[src/rtl/spi_ctrl_module.sv]
// spi_ctrl_module: single-channel 8-bit full-duplex SPI master.
// Configured by one 32-bit word holding the C1 / C2 / Status / Baud bytes of an SPIx-style register set.
module spi_ctrl_module #(
  parameter int unsigned DATA_W = 8
) (
  input  logic              clk,
  input  logic              rst,
  input  logic [DATA_W-1:0] i_data,
  input  logic              MISO,
  input  logic [31:0]       data_config,
  input  logic              trans_en,
  output logic              interupt_request,
  output logic [DATA_W-1:0] o_data,
  output logic              MOSI,
  output logic              SCK,
  output logic              SS
);

  localparam int unsigned HALF_W    = 11;
  localparam int unsigned EDGE_W    = 5;
  localparam int unsigned NUM_EDGES = 2 * DATA_W;

  typedef enum logic [1:0] {IDLE, LEAD, SHIFT, TRAIL} state_t;

  state_t              state;
  logic [HALF_W-1:0]   hcnt;
  logic [HALF_W-1:0]   half_q;
  logic [EDGE_W-1:0]   edge_cnt;
  logic [DATA_W-1:0]   tx_sh;
  logic [DATA_W-1:0]   rx_sh;
  logic                cpol_q;
  logic                cpha_q;
  logic                lsbfe_q;
  logic                rx_full;

  // Live configuration fields.
  logic       cfg_spie, cfg_spe, cfg_sptie, cfg_mstr;
  logic       cfg_cpol, cfg_cpha, cfg_ssoe, cfg_lsbfe, cfg_modfen;
  logic [2:0] cfg_sppr;
  logic [3:0] cfg_spr;
  logic       unused_cfg;

  assign cfg_spie   = data_config[31];
  assign cfg_spe    = data_config[30];
  assign cfg_sptie  = data_config[29];
  assign cfg_mstr   = data_config[28];
  assign cfg_cpol   = data_config[27];
  assign cfg_cpha   = data_config[26];
  assign cfg_ssoe   = data_config[25];
  assign cfg_lsbfe  = data_config[24];
  assign cfg_modfen = data_config[20];
  assign cfg_sppr   = data_config[6:4];
  assign cfg_spr    = data_config[3:0];
  assign unused_cfg = ^{data_config[23:21], data_config[19:16], data_config[15:7]};

  // Half-period length in clk cycles: (SPPR+1) * 2^SPR, SPR saturated at 7.
  logic [2:0]        spr_sat;
  logic [HALF_W-1:0] half_len;
  logic [HALF_W-1:0] half_m1;

  always_comb begin
    spr_sat  = (cfg_spr > 4'd7) ? 3'd7 : cfg_spr[2:0];
    half_len = (HALF_W'(cfg_sppr) + HALF_W'(1)) << spr_sat;
    half_m1  = half_len - HALF_W'(1);
  end

  // First bit and remaining shift data for a frame starting now.
  logic              first_bit;
  logic [DATA_W-1:0] first_shift;

  always_comb begin
    first_bit   = cfg_lsbfe ? i_data[0] : i_data[DATA_W-1];
    first_shift = cfg_lsbfe ? (i_data >> 1) : (i_data << 1);
  end

  // Per-edge decode: which edge is due, and whether it drives MOSI or samples MISO.
  logic [EDGE_W-1:0] edge_idx;
  logic              do_edge;
  logic              leading;
  logic              do_drive;
  logic              do_sample;
  logic              tx_bit;
  logic [DATA_W-1:0] tx_shifted;
  logic [DATA_W-1:0] rx_next;

  always_comb begin
    edge_idx   = (state == LEAD) ? '0 : edge_cnt;
    do_edge    = (hcnt == '0) &&
                 ((state == LEAD) || ((state == SHIFT) && (edge_cnt != EDGE_W'(NUM_EDGES))));
    leading    = ~edge_idx[0];
    do_drive   = cpha_q ? leading : (~leading && (edge_idx != EDGE_W'(NUM_EDGES - 1)));
    do_sample  = cpha_q ? ~leading : leading;
    tx_bit     = lsbfe_q ? tx_sh[0] : tx_sh[DATA_W-1];
    tx_shifted = lsbfe_q ? (tx_sh >> 1) : (tx_sh << 1);
    rx_next    = lsbfe_q ? {MISO, rx_sh[DATA_W-1:1]} : {rx_sh[DATA_W-2:0], MISO};
  end

  // Transfer FSM with registered SCK/MOSI/SS/o_data.
  always_ff @(posedge clk or posedge rst) begin
    if (rst) begin
      state    <= IDLE;
      hcnt     <= '0;
      half_q   <= '0;
      edge_cnt <= '0;
      tx_sh    <= '0;
      rx_sh    <= '0;
      cpol_q   <= 1'b0;
      cpha_q   <= 1'b0;
      lsbfe_q  <= 1'b0;
      rx_full  <= 1'b0;
      SCK      <= 1'b0;
      MOSI     <= 1'b0;
      SS       <= 1'b1;
      o_data   <= '0;
    end else begin
      case (state)
        IDLE: begin
          SCK <= cfg_cpol;
          SS  <= 1'b1;
          if (trans_en && cfg_spe && cfg_mstr) begin
            state    <= LEAD;
            hcnt     <= half_m1;
            half_q   <= half_m1;
            edge_cnt <= '0;
            cpol_q   <= cfg_cpol;
            cpha_q   <= cfg_cpha;
            lsbfe_q  <= cfg_lsbfe;
            rx_full  <= 1'b0;
            rx_sh    <= '0;
            SS       <= ~(cfg_ssoe & cfg_modfen);
            if (!cfg_cpha) begin
              MOSI  <= first_bit;
              tx_sh <= first_shift;
            end else begin
              tx_sh <= i_data;
            end
          end
        end
        default: begin
          if (!cfg_spe) begin
            // Abort: drop back to idle without touching received data.
            state <= IDLE;
            SS    <= 1'b1;
            SCK   <= cfg_cpol;
          end else if (hcnt != '0) begin
            hcnt <= hcnt - HALF_W'(1);
          end else begin
            hcnt <= half_q;
            if (do_edge) begin
              SCK      <= leading ? ~cpol_q : cpol_q;
              edge_cnt <= edge_idx + EDGE_W'(1);
              if (do_drive) begin
                MOSI  <= tx_bit;
                tx_sh <= tx_shifted;
              end
              if (do_sample) begin
                rx_sh <= rx_next;
              end
              if (state == LEAD) begin
                state <= SHIFT;
              end
            end else if (state == SHIFT) begin
              state <= TRAIL;
            end else begin
              state   <= IDLE;
              SS      <= 1'b1;
              o_data  <= rx_sh;
              rx_full <= 1'b1;
            end
          end
        end
      endcase
    end
  end

  // Interrupt from receive-full and transmit-empty flags.
  always_ff @(posedge clk or posedge rst) begin
    if (rst) begin
      interupt_request <= 1'b0;
    end else begin
      interupt_request <= (cfg_spie & rx_full) | (cfg_sptie & (state == IDLE));
    end
  end

endmodule

[config.mk]
export PLATFORM = sky130hd
export DESIGN_NAME = spi_ctrl_module
export DESIGN_NICKNAME = d
export VERILOG_FILES = /design/src/rtl/spi_ctrl_module.sv
export SDC_FILE = /design/constraint.sdc
export NUM_CORES = 1
export LEC_CHECK = 0
export CAP_MARGIN = 20
export CORE_ASPECT_RATIO = 1.1
export CORE_MARGIN = 1
export CORE_UTILIZATION = 55
export DETAILED_ROUTE_END_ITERATION = 10
export PLACE_DENSITY = 0.8
export SYNTH_ARGS = -nofsm -noshare
export SYNTH_HDL_FRONTEND = slang
export SYNTH_SLANG_ARGS = --single-unit
[constraint.sdc]
create_clock -name clk -period 4.14 [get_ports clk]
set_clock_uncertainty 0.05 [all_clocks]
set_input_delay 0.828 -clock clk [delete_from_list [all_inputs] [get_ports clk]]
set_output_delay 0.828 -clock clk [all_outputs]
set_load 0.02 [all_outputs]
After elaboration in Yosys (flattened, before gate mapping)
Cells that the tools add are included.

storage, ports and cells
  bits in writable memories = 0
  ROM bits = 0
  bits of input ports = 44
  latch bits = 0
  bits in registers = 61
  output and inout bits = 12
  memories = 0
  word-level logic and storage cells = 129

operators by class
  div/mod/pow operators = 0
  mux-type cells = 59
  order comparisons = 1
  bitwise gates (word level) = 11
  reduce and logical (&&, ||, !) cells = 24
  add/sub/neg operators = 4
  eq/ne operators = 14
  multipliers = 0
  shifts and indexed selects = 1

operators with widths
  cell                     count
  $mux W8                  16
  $mux W11                 4
  $mux W5                  6
  $mux W1                  25
  $sub A11 B1 Y11 const B  2
  $reduce_and A5 Y1        4
  $mux W2                  7
  $logic_not A11 Y1        1
  $reduce_bool A11 Y1      1
  $shl A4 B3 Y11           1
  $ne A3 B2 Y1 const B     3
  $reduce_bool A2 Y1       4
  $not A1 Y1               7
  $ne A2 B1 Y1 const B     3
  $reduce_and A2 Y1        3
  $reduce_and A3 Y1        2
  $reduce_and A6 Y1        1
  $add A5 B1 Y5 const B    1
  $logic_and A1 B1 Y1      5
  $ne A5 B4 Y1 const B     1
  $ne A5 B5 Y1 const B     1
  $add A3 B1 Y4 const B    1
  $gt A4 B3 Y1 const B     1
  $ne A2 B2 Y1 const B     2
  other kinds (10)         12

Logic depth before layout (Yosys ltp)
Gate-level depths: netlist (run 1).

  word-level depth = 10
  gate-level depth with buffers = 15
  depth with buffers taken out = 12

Least setup slack after synthesis (run 1)
Ideal clock, no wire load.

  path kind = input port to flip-flop
  from = in data_config[4]
  to = reg hcnt[6]
  setup time = 0.126 ns
  data required time = 3.964 ns
  data arrival time = 2.776 ns
  cell stages on the path = 10
  path buffers = 0
  setup slack = 1.188 ns
  cell sequence = ha_1 nor2_1 a2111oi_0 nand2b_1 ha_1 nor3b_1 a22o_1 nand3_1 xnor2_1 a221o_1

between the ends
  cells in the longest elaborated chain, start to end = 5

ends and longest elaborated chain
  element               line  text
  from (decl)           10    input logic [31:0] data_config,
  $add A3 B1 Y4         63    half_len = (HALF_W'(cfg_sppr) + HALF_W'(1)) << spr_sat;
  $shl A4 B3 Y11        63
  $sub A11 B1 Y11       64    half_m1 = half_len - HALF_W'(1);
  $mux W11              120   if (trans_en && cfg_spe && cfg_mstr) begin
  $mux W11              116   case (state)
  to (signal assigned)  122   hcnt <= half_m1;
  to (signal assigned)  146   hcnt <= hcnt - HALF_W'(1);
  to (signal assigned)  148   hcnt <= half_q;
  to (decl)             26    logic [HALF_W-1:0] hcnt;

Every way passes these cells. The select of a mux whose other input is x is not followed.
A chain may end at the register's enable or synchronous reset.

Worst setup path in the final report (run 1)
Ends and elaborated chain as after synthesis.

==> results of run 1 <==
## sequential cells by signal, indices dropped and copies added, names as in the netlist, 2 cells and up
register / cells
state: 2
edge_cnt: 5
rx_sh: 8
tx_sh: 8
hcnt: 11
o_data: 8
half_q: 11
## critical path, delay by kind of cell
| family | cells | cell delay, ns |
|---|---|---|
| compound gates | 3 | 1.06 |
| xor+xnor | 1 | 0.10 |
| fa+ha+maj | 2 | 0.71 |
| buf+inv | 1 | 0.53 |
| simple gates | 4 | 0.44 |
## layer usage
layer	routed length, microns	vias up
met1	3893	1588
met2	4252	103
met3	497	11
met5	0	-
met4	128	0
li1	-	1672
## kinds of logic (layout without fill, tap and decap cells)
logic type      Yosys count  in the layout  share of synthesized area (%)
mux                      40             40                          10.69
flops                    61             61                          38.73
buf+inv                  34             71                          4.377
simple gates            162            162                          20.65
compound gates          128            128                          20.71
fa+ha+maj                 5              5                          1.586
xor+xnor                 13             13                          3.267
## power by group
part	internal (uW)	leakage, uW	total, uW	switching, uW
Sequential	690	0.000778	799	109
Combinational	187	0.00102	406	218
Clock	279	0.0000918	531	251
Total	1160	0.00189	1740	579
## cell usage in the layout (no fill, tap or decap), types with 7 or more instances in the layout
cell and instances:
nor2_1 46, dfrtp_1 60, clkbuf_8 9, a31oi_1 11, clkdlybuf4s50_1 39, o21ai_1 13
buf_4 8, xnor2_1 8, nand2_1 56, o21ai_0 32, nand3_1 12, a21oi_1 33
mux2_1 16, mux2i_1 23, nor3_1 9, inv_1 7
## cells in the mapped netlist (all sizes together), types with 2 or more instances
master   number  area, sq um
dfrtp        60         1501
nand2        57        216.5
nor2         48        185.2
o21ai        46        241.5
a21oi        35        182.7
mux2i        23        230.2
clkbuf       18        87.59
mux2         17        191.4
nand3        12        60.06
a31oi        11        68.82
nor3         10        61.31
xnor2         9        86.34
and2          8        53.81
buf           8        55.05
inv           8        30.03
a211oi        6        50.05
ha            5        62.56
nor4          5        52.55
o31ai         4        30.03
xor2          4        42.55
a22o          3        26.28
nand2b        3        18.77
nand4         3        40.04
nor2b         3        18.77
nor3b         3        22.52
o211ai        3        22.52
o221ai        3        32.53
o32ai         3        33.79
or2           3        18.77
a2111oi       2        17.52
a21o          2        15.01
a221o         2        20.02
o22a          2        17.52
o22ai         2        18.77
or3b          2        17.52
## final timing paths
check	start	endpoint	slack [ns]
min in group asynchronous	rst	o_data[6]	0.92
max in group asynchronous	rst	hcnt[9]	2.30
setup / recovery	data_config[4]	hcnt[6]	0.64
hold / removal	half_q[4]	half_q[4]	0.43
setup reg to reg	state[1]	MOSI	1.10
hold reg to reg	half_q[4]	half_q[4]	0.43
## through the flow
stage          hold slack, ns  worst slack, ns
2_1_floorplan          0.3906            1.188
3_3_place_gp           0.4063           0.3848
3_5_place_dp           0.4136           0.3139
4_1_cts                0.4333           0.6767
5_1_grt                0.4493           0.4132
6_report               0.4345           0.6410
## cell type report
| cell class | instances | area [sq um] | share of cell area [%] |
|---|---|---|---|
| Inverter | 8 | 30.03 | 0.6588 |
| Clock buffer | 9 | 123.9 | 2.718 |
| Multi-Input combinational cell | 348 | 2245 | 49.25 |
| Timing Repair Buffer | 47 | 450.4 | 9.882 |
| Clock inverter | 7 | 75.07 | 1.647 |
| Sequential cell | 61 | 1528 | 33.52 |
| Tap cell | 85 | 106.4 | 2.333 |
==> impl_metrics.py, run 1 <==
metrics = {
    "timing": {
        "tightest_slew_ns": 0.8405,
        "hold_viol_final": 0,
        "setup_tns_ns": 0,
        "setup_viol": 0,
        "relSlewSlack_pct": 43.97,
        "fin_crit_ns": 3.499,
        "max_freq_mhz": 285.8,
        "maxSlewViolCount": 0,
        "period_share_pct": 84.52,
        "rsz0062_at_grt": "false",
    },
    "power": {
        "p_total_uw": 1735,
        "peakVddDrop_uv": 256.7,
        "powerDensity_nw_per_um2": 380.7,
        "p_leak_uw": 0.001895,
    },
    "cells_and_area": {
        "final_core_utilization_pct": 65.43,
        "num-nets-final": 524,
        "stdcell_count": 565,
        "diodes": 0,
        "drive_above_1_share_pct": 10.83,
        "areaGrowthSynthToFinish_pct": 15.54,
        "nFillCells": 583,
        "fin_area_sq_um": 4558,
    },
    "setup_path": {
        "worstPathRequired_ns": 4.31,
        "path_class": "in2reg",
        "arrival_ns": 3.67,
        "crit_path_frequent_cell": "ha_1",
        "worstPathCellList": "clkdlybuf4s50_1 -> ha_1 -> nor2_1 -> a2111oi_0 -> nand2b_1 -> ha_1 -> nor3b_1 -> a22o_1 -> nand3_1 -> xnor2_1 -> a221o_1",
        "reg2regPathDepth": 12,
        "critPathSlowestCell": "clkdlybuf4s50_1",
        "start_kind": "primary input",
        "cp-end-kind": "flip-flop",
        "cpPeakStageDelay_ns": 0.53,
        "critPathMaxFanout": 8,
    },
    "detailed_routing": {
        "drcViolationCount": 0,
        "num_vias": 3374,
        "vias_per_cell": 5.972,
        "dr.pass1.iters": 4,
        "routed_wl_mm": 8.772,
        "wl_per_cell_microns": 15.53,
        "drt_first_iter_violations": 214,
        "ant_nets": 0,
    },
    "place": {
        "dpl-instance-area_sq_um": 4359,
        "hpwl_mm": 6.100,
        "dpl.cell_count": 549,
        "gp_congestion": 0.8904,
        "io_buffers": 39,
    },
    "global_routing": {
        "grt_pass1_vias": 3159,
        "met1_usage_pct": 33.99,
        "met3_usage_pct": 5.657,
        "gr-usage-met2_pct": 41.46,
        "grt_pass1_wl_mm": 14.95,
        "overflow": 0,
        "top_usage_layer": "met2",
        "grt_start_max_net_pins": 41,
        "antenna_found_initial": 0,
        "grtUsageTotal_pct": 25.87,
    },
    "floorplan": {
        "dieArea_sq_um": 7516,
        "die_y_microns": 90.83,
        "coreArea_sq_um": 6967,
        "die_w_microns": 82.75,
        "rows": 32,
        "start_util_pct": 56.63,
        "io_pins": 56,
    },
    "min_path": {
        "hold_depth": 2,
        "hold_class": "reg2reg",
    },
    "clock_network": {
        "cts_buffer_depth": 2,
        "cts_resized": 0,
        "clock_latency_ns": 0.34,
        "cts_sinks": 61,
        "cts-root-buf": "clkbuf_8",
        "tritoncts": "done",
        "path_clk_slew_ns": 0.07,
        "post_cts_buffers": 0,
        "htree_num_levels": 3,
        "ctsHoldBuffers": 0,
        "cts_buffers": 9,
    },
    "synthesis": {
        "ys_seq_area_share_pct": 38.73,
        "synthCells": 443,
        "yosys_warnings": 0,
        "ys_types": 70,
        "syn_avg_cell_area_sq_um": 8.905,
        "async_flop_share_pct": 100.0,
        "syn_area_sq_um": 3945,
        "ys_seq_elements": 61,
        "synthFlopType": "dfrtp_1",
        "synth_nets": 492,
        "synth_edf_count": 0,
    },
    "flow_run": {
        "maxCapViolations": 0,
    },
    "outcome": {
        "status": "completed",
    },
}
Note: power is estimated with default switching activity, not from simulation.
==> inputs of run 2 (changes only) <==
- CORE_UTILIZATION: 55 -> 50
- PLACE_DENSITY: 0.8 -> 0.77
- clock period: 4.14 -> 2.9 ns (I/O delays scaled with it)
==> impl_metrics.py, run 2 (synthesis results as in run 1) <==
metrics = {
    "floorplan": {
        "coreArea_sq_um": 7556,
        "rows": 33,
        "die_w_microns": 86.69,
        "dieArea_sq_um": 8249,
        "die_y_microns": 95.16,
        "io_pins": 56,
        "start_util_pct": 52.21,
    },
    "cells_and_area": {
        "final_core_utilization_pct": 63.67,
        "mostFrequentLayoutCells": "60 x dfrtp_1, 56 x nand2_1, 46 x nor2_1",
        "stdcell_count": 613,
        "num-nets-final": 552,
        "drive_above_1_share_pct": 15.94,
        "nFillCells": 650,
        "final_common_cell": "dfrtp_1",
        "diodes": 0,
        "areaGrowthSynthToFinish_pct": 21.95,
        "largestRegisters": "half_q x11, hcnt x11",
    },
    "detailed_routing": {
        "drcViolationCount": 0,
        "routed_wl_mm": 9.209,
        "ant_nets": 0,
        "drt_first_iter_violations": 235,
        "wl_per_cell_microns": 15.02,
        "dr.pass1.iters": 6,
        "num_vias": 3516,
        "vias_per_cell": 5.736,
    },
    "clock_network": {
        "cts_buffer_depth": 2,
        "cts_sinks": 61,
        "cts-root-buf": "clkbuf_8",
        "tritoncts": "done",
        "clock_latency_ns": 0.34,
        "htree_num_levels": 3,
        "cts_buffers": 9,
        "path_clk_slew_ns": 0.08,
    },
    "setup_path": {
        "worstPathRequired_ns": 3.08,
        "rr_startpoint": "state[0]",
        "arrival_ns": 2.89,
        "worstReg2RegEnd": "tx_sh[7]",
        "critPathSlowestCell": "clkdlybuf4s50_1",
        "start_kind": "primary input",
        "critPathMaxFanout": 4,
        "cpPeakStageDelay_ns": 0.42,
        "worstPathCellList": "clkdlybuf4s50_1 -> ha_1 -> nor2_1 -> a2111oi_2 -> buf_4 -> nand2b_1 -> ha_1 -> nor3b_1 -> a22o_1 -> nand3_1 -> xnor2_1 -> a221o_1",
        "r2r_slack_ns": 0.41,
        "crit_path_frequent_cell": "ha_1",
        "path_class": "in2reg",
        "cp-end-kind": "flip-flop",
        "reg2regPathDepth": 13,
    },
    "power": {
        "peakVddDrop_uv": 346.0,
        "powerDensity_nw_per_um2": 525.0,
        "p_total_uw": 2525,
        "p_leak_uw": 0.002041,
    },
    "timing": {
        "rsz0062_at_grt": "false",
        "hold_ws_ns": 0.4363,
        "hold_viol_final": 0,
        "period_share_pct": 93.33,
        "max_freq_mhz": 369.5,
        "setup_viol": 0,
        "fin_crit_ns": 2.706,
        "relSlewSlack_pct": 43.21,
        "tightest_slew_ns": 0.8519,
        "setup_tns_ns": 0,
        "maxSlewViolCount": 0,
    },
    "flow_run": {
        "maxCapViolations": 0,
    },
    "place": {
        "hpwl_mm": 6.573,
        "dpl.cell_count": 597,
        "gp_congestion": 0.8765,
        "io_buffers": 39,
    },
    "min_path": {
        "hold_class": "reg2reg",
        "hold_depth": 2,
        "hp-start": "half_q[4]",
        "hold_path_end": "half_q[4]",
    },
    "global_routing": {
        "grt_pass1_wl_mm": 15.45,
        "grt_pass1_vias": 3285,
        "overflow": 0,
        "grt_start_max_net_pins": 62,
        "antenna_found_initial": 0,
        "grtUsageTotal_pct": 24.37,
    },
    "outcome": {
        "status": "completed",
    },
}
-- run 2: cell count changes in the layout (fill, tap and decap cells not counted) --
cell	change
buf_4	+27
clkinvlp_4	-2
a2111oi_0	-1
a2111oi_2	+1
buf_12	+1
clkinv_2	+1
clkinv_4	+1
-- run 2: layout make-up --
class | count | area (sq um) | area share [%]
Inverter | 8 | 30.03 | 0.6242
Sequential cell | 61 | 1528 | 31.76
Clock buffer | 9 | 123.9 | 2.575
Tap cell | 105 | 131.4 | 2.731
Clock inverter | 7 | 73.82 | 1.534
Timing Repair Buffer | 75 | 673.1 | 13.99
Multi-Input combinational cell | 348 | 2251 | 46.79
-- run 2: worst max path at each step --
| stage | endpoint | from | depth (start not counted) | slack [ns] |
|---|---|---|---|---|
| 2_1_floorplan | hcnt[6] | data_config[4] | 10 | 0.20 |
| 3_3_place_gp | hcnt[6] | data_config[4] | 12 | -0.24 |
| 3_5_place_dp | hcnt[6] | data_config[4] | 12 | -0.27 |
| 4_1_cts | hcnt[6] | data_config[4] | 12 | 0.11 |
| 5_1_grt | hcnt[6] | data_config[4] | 12 | 0.004 |
| 6_report | hcnt[6] | data_config[4] | 12 | 0.19 |
-- run 2: per-stage QoR --
stage	cell area, sq um	setup slack, ns
after floorplan	3945	0.1956
after global placement	4607	-0.2383
after detailed placement	4607	-0.2651
after CTS	4805	0.1074
after global routing	4811	0.004397
final	4811	0.1936
-- run 2: worst max-delay path: cells and delay by family --
family / cells / cell delay (ns)
XOR/XNOR: 1 / 0.09
adder cells (fa/ha/maj): 2 / 0.54
AND/OR/NAND/NOR: 4 / 0.36
buffers and inverters: 2 / 0.59
AO/OA/AOI/OAI: 3 / 0.74
-- run 2: routing by layer --
metal,track usage (%),vias up,wire (microns)
met1,31.19,1690,4194
li1,-,1726,-
met2,40.81,94,4536
met4,9.028,0,103
met3,5.022,6,374
met5,0,-,0
-- run 2: repair_timing --
| item | in CTS | in global routing |
|---|---|---|
| endpoints found under the setup margin | 0 | 3 |
| setup buffers | 0 | 0 |
| resized for setup | 0 | 2 |
| hold buffers | 0 | 0 |
-- run 2: where the power goes --
| group | switching [uW] | total (uW) | leakage, uW | internal, uW |
|---|---|---|---|---|
| clock network | 365 | 764 | 0.0000996 | 399 |
| registers | 148 | 1130 | 0.000778 | 985 |
| logic | 330 | 628 | 0.00116 | 298 |
| total | 843 | 2530 | 0.00204 | 1680 |
==> patch (settings of run 1) <==
Reset style: synchronous (`rst`), changed in 2 clocked blocks.
--- a/src/rtl/spi_ctrl_module.sv
+++ b/src/rtl/spi_ctrl_module.sv
@@ -97,5 +97,5 @@
 
   // Transfer FSM with registered SCK/MOSI/SS/o_data.
-  always_ff @(posedge clk or posedge rst) begin
+  always_ff @(posedge clk) begin
     if (rst) begin
       state    <= IDLE;
@@ -175,5 +175,5 @@
 
   // Interrupt from receive-full and transmit-empty flags.
-  always_ff @(posedge clk or posedge rst) begin
+  always_ff @(posedge clk) begin
     if (rst) begin
       interupt_request <= 1'b0;
Formal check against the unedited RTL: differs if rst is asserted again (counterexample within 4 cycles, from zero or initial values and one cycle with rst high); with rst held inactive, the same outputs for 4 cycles.
==> patch against run 1 <==
  * Final area fell by 3.8%
  * Power fell by 13%
  * Critical path type unchanged
  * Sequential cell count did not move
  * Sequential share of layout area fell by 5.7 points
  * Maximum frequency rose by 4.4%
  * Sequential power fell by 21%
  * Synthesized area fell by 3.3%
  * First-iteration DRC count rose by 1.9%
  * Synthesized cell count rose by 7.9%
  * Largest power group unchanged
  * Largest cell class unchanged
  * Wire length rose by 1.9%
  * Worst setup slack improved by 0.15 ns
==> patch: results <==
group,metric,value,unit
clock_tree,clk_latency,0.34,ns
global_route,grt_start_max_net_pins,46,
clock_tree,clock_path_buffers,2,
global_route,grtUsageMet2,45.98,%
synthesis,yosysSeqAreaShare,32.01,%
place,dp_hpwl,6280,um
layout,nNetsFinal,547,
clock_tree,cts_resized,0,
route,ant_nets,0,
route,routed_wirelength,8940,um
route,drt_iter0_markers,218,
route,via_count,3578,
synthesis,yosysWarningCount,0,
layout,antenna_cells,0,
clock_tree,cts_buffers,9,
worst_setup_path,cp.arrival,3.56,ns
worst_setup_path,cp_max_fo,16,
place,routabilityCongestion,0.8758,
route,drc,0,
run_status,status,"completed",
global_route,grt_pass1_vias,3263,
clock_tree,path_clk_slew,0.06,ns
global_route,antenna_found_initial,0,
place,numPortBuffers,39,
clock_tree,post_cts_buffers,0,
clock_tree,clock-root-buffer,"clkbuf_8",
synthesis,async_reset_ff_share,0,%
place,place_area,0.004172,sq mm
synthesis,syn-num-nets,527,
global_route,grt_pass1_wl,14700,um
clock_tree,cts_max_level,3,
synthesis,synth_cell_type_count,77,
layout,largestRegisters,"half_q: 11 flops, hcnt: 11 flops",
global_route,track_usage,25.94,%
timing,worstMarginPinSlew,0.9598,ns
global_route,grt_use_met1,30.24,%
synthesis,yosys-top-cells-count,"dfxtp_1, nor2_1, nand2_1, mux2i_1, a21oi_1",
layout,drive_gt1_share,9.344,%
layout,fillers,575,
min_path,min-delay-path-class,"reg -> reg",
pwr,peakVddDrop,0.2264,mV
place,pre_cts_slack,0.4714,ns
route,dr.pass1.iters,5,
global_route,use_met3,5.510,%
synthesis,synthTopCellsByArea,"dfxtp_1, mux2i_1, nor2_1",
pwr,leakage,1.611,nW
==> patch: changes by cell type in the layout (fill, tap and decap cells not counted), sizes merged, moves of 10 or more <==
cell,before,now
o21ai,46,27
nand2,57,47
a211oi,6,17
mux2i,23,39
nor2,48,60
mux2,17,2
dfxtp,0,61
dfrtp,60,0
==> patch: logic make-up after synthesis <==
family                     count (synthesis)  synth area share [%]
muxes                                     41                 10.92
adders and majority gates                  5                 1.640
AOI/OAI and AO/OA                        135                 24.27
buffers and inverters                     46                 5.510
and+or+nand+nor                          178                 22.50
xor gates and xnor gates                  12                 3.149
DFF                                       61                 32.01
==> patch: critical path: stages <==
cell and delay [ns]:
clkdlybuf4s50_1 0.68, or3_2 0.61, a221oi_2 0.59, nor3_1 0.11, a211oi_1 0.43, a211oi_1 0.14
nor3_1 0.18
==> patch: metal layers <==
layer / wire, um / share of wire, %
met1: 3941 / 44
met3: 426 / 4.8
met5: 0 / 0
met4: 184 / 2.1
met2: 4387 / 49
==> patch: layout make-up <==
cell class | count | area (sq um) | share of cell area (%)
flip-flops and latches | 61 | 1221 | 27.84
repair buffers | 44 | 422.9 | 9.641
inverters | 11 | 41.29 | 0.9412
multi-input cells | 371 | 2384 | 54.34
clock buffers | 10 | 127.6 | 2.909
well taps | 82 | 102.6 | 2.339
clock inverters | 6 | 87.58 | 1.997
==> patch: path summary, 6_finish.rpt <==
kind,start,to,slack (ns),cells after the start
worst max-delay path,data_config[0],hcnt[5]$_SDFFE_PP0P_,0.79,7
worst min-delay path,half_q[0]$_SDFFE_PP0P_,half_q[0]$_SDFFE_PP0P_,0.41,2
worst max register to register,hcnt[2]$_SDFFE_PP0P_,o_data[0]$_SDFFE_PP0P_,1.29,6
worst min register to register,half_q[0]$_SDFFE_PP0P_,half_q[0]$_SDFFE_PP0P_,0.41,2
==> patch: power breakdown <==
group,internal (W),switching (W)
clock,0.000338,0.000238
combinational,0.000127,0.000180
sequential,0.000608,0.0000216
total,0.00107,0.000440
==> patch: per-stage QoR <==
step,hold WS [ns],util [%],total power [W],std cells
floorplan,0.3843,-,0.0008644,478
finish,0.4064,66.14,0.001512,585
CTS,0.4094,66.14,0.001516,585
global placement,0.3930,62.89,0.0009376,569
detailed placement,0.4006,62.89,0.0009449,569
global route,0.4313,66.14,0.001579,585
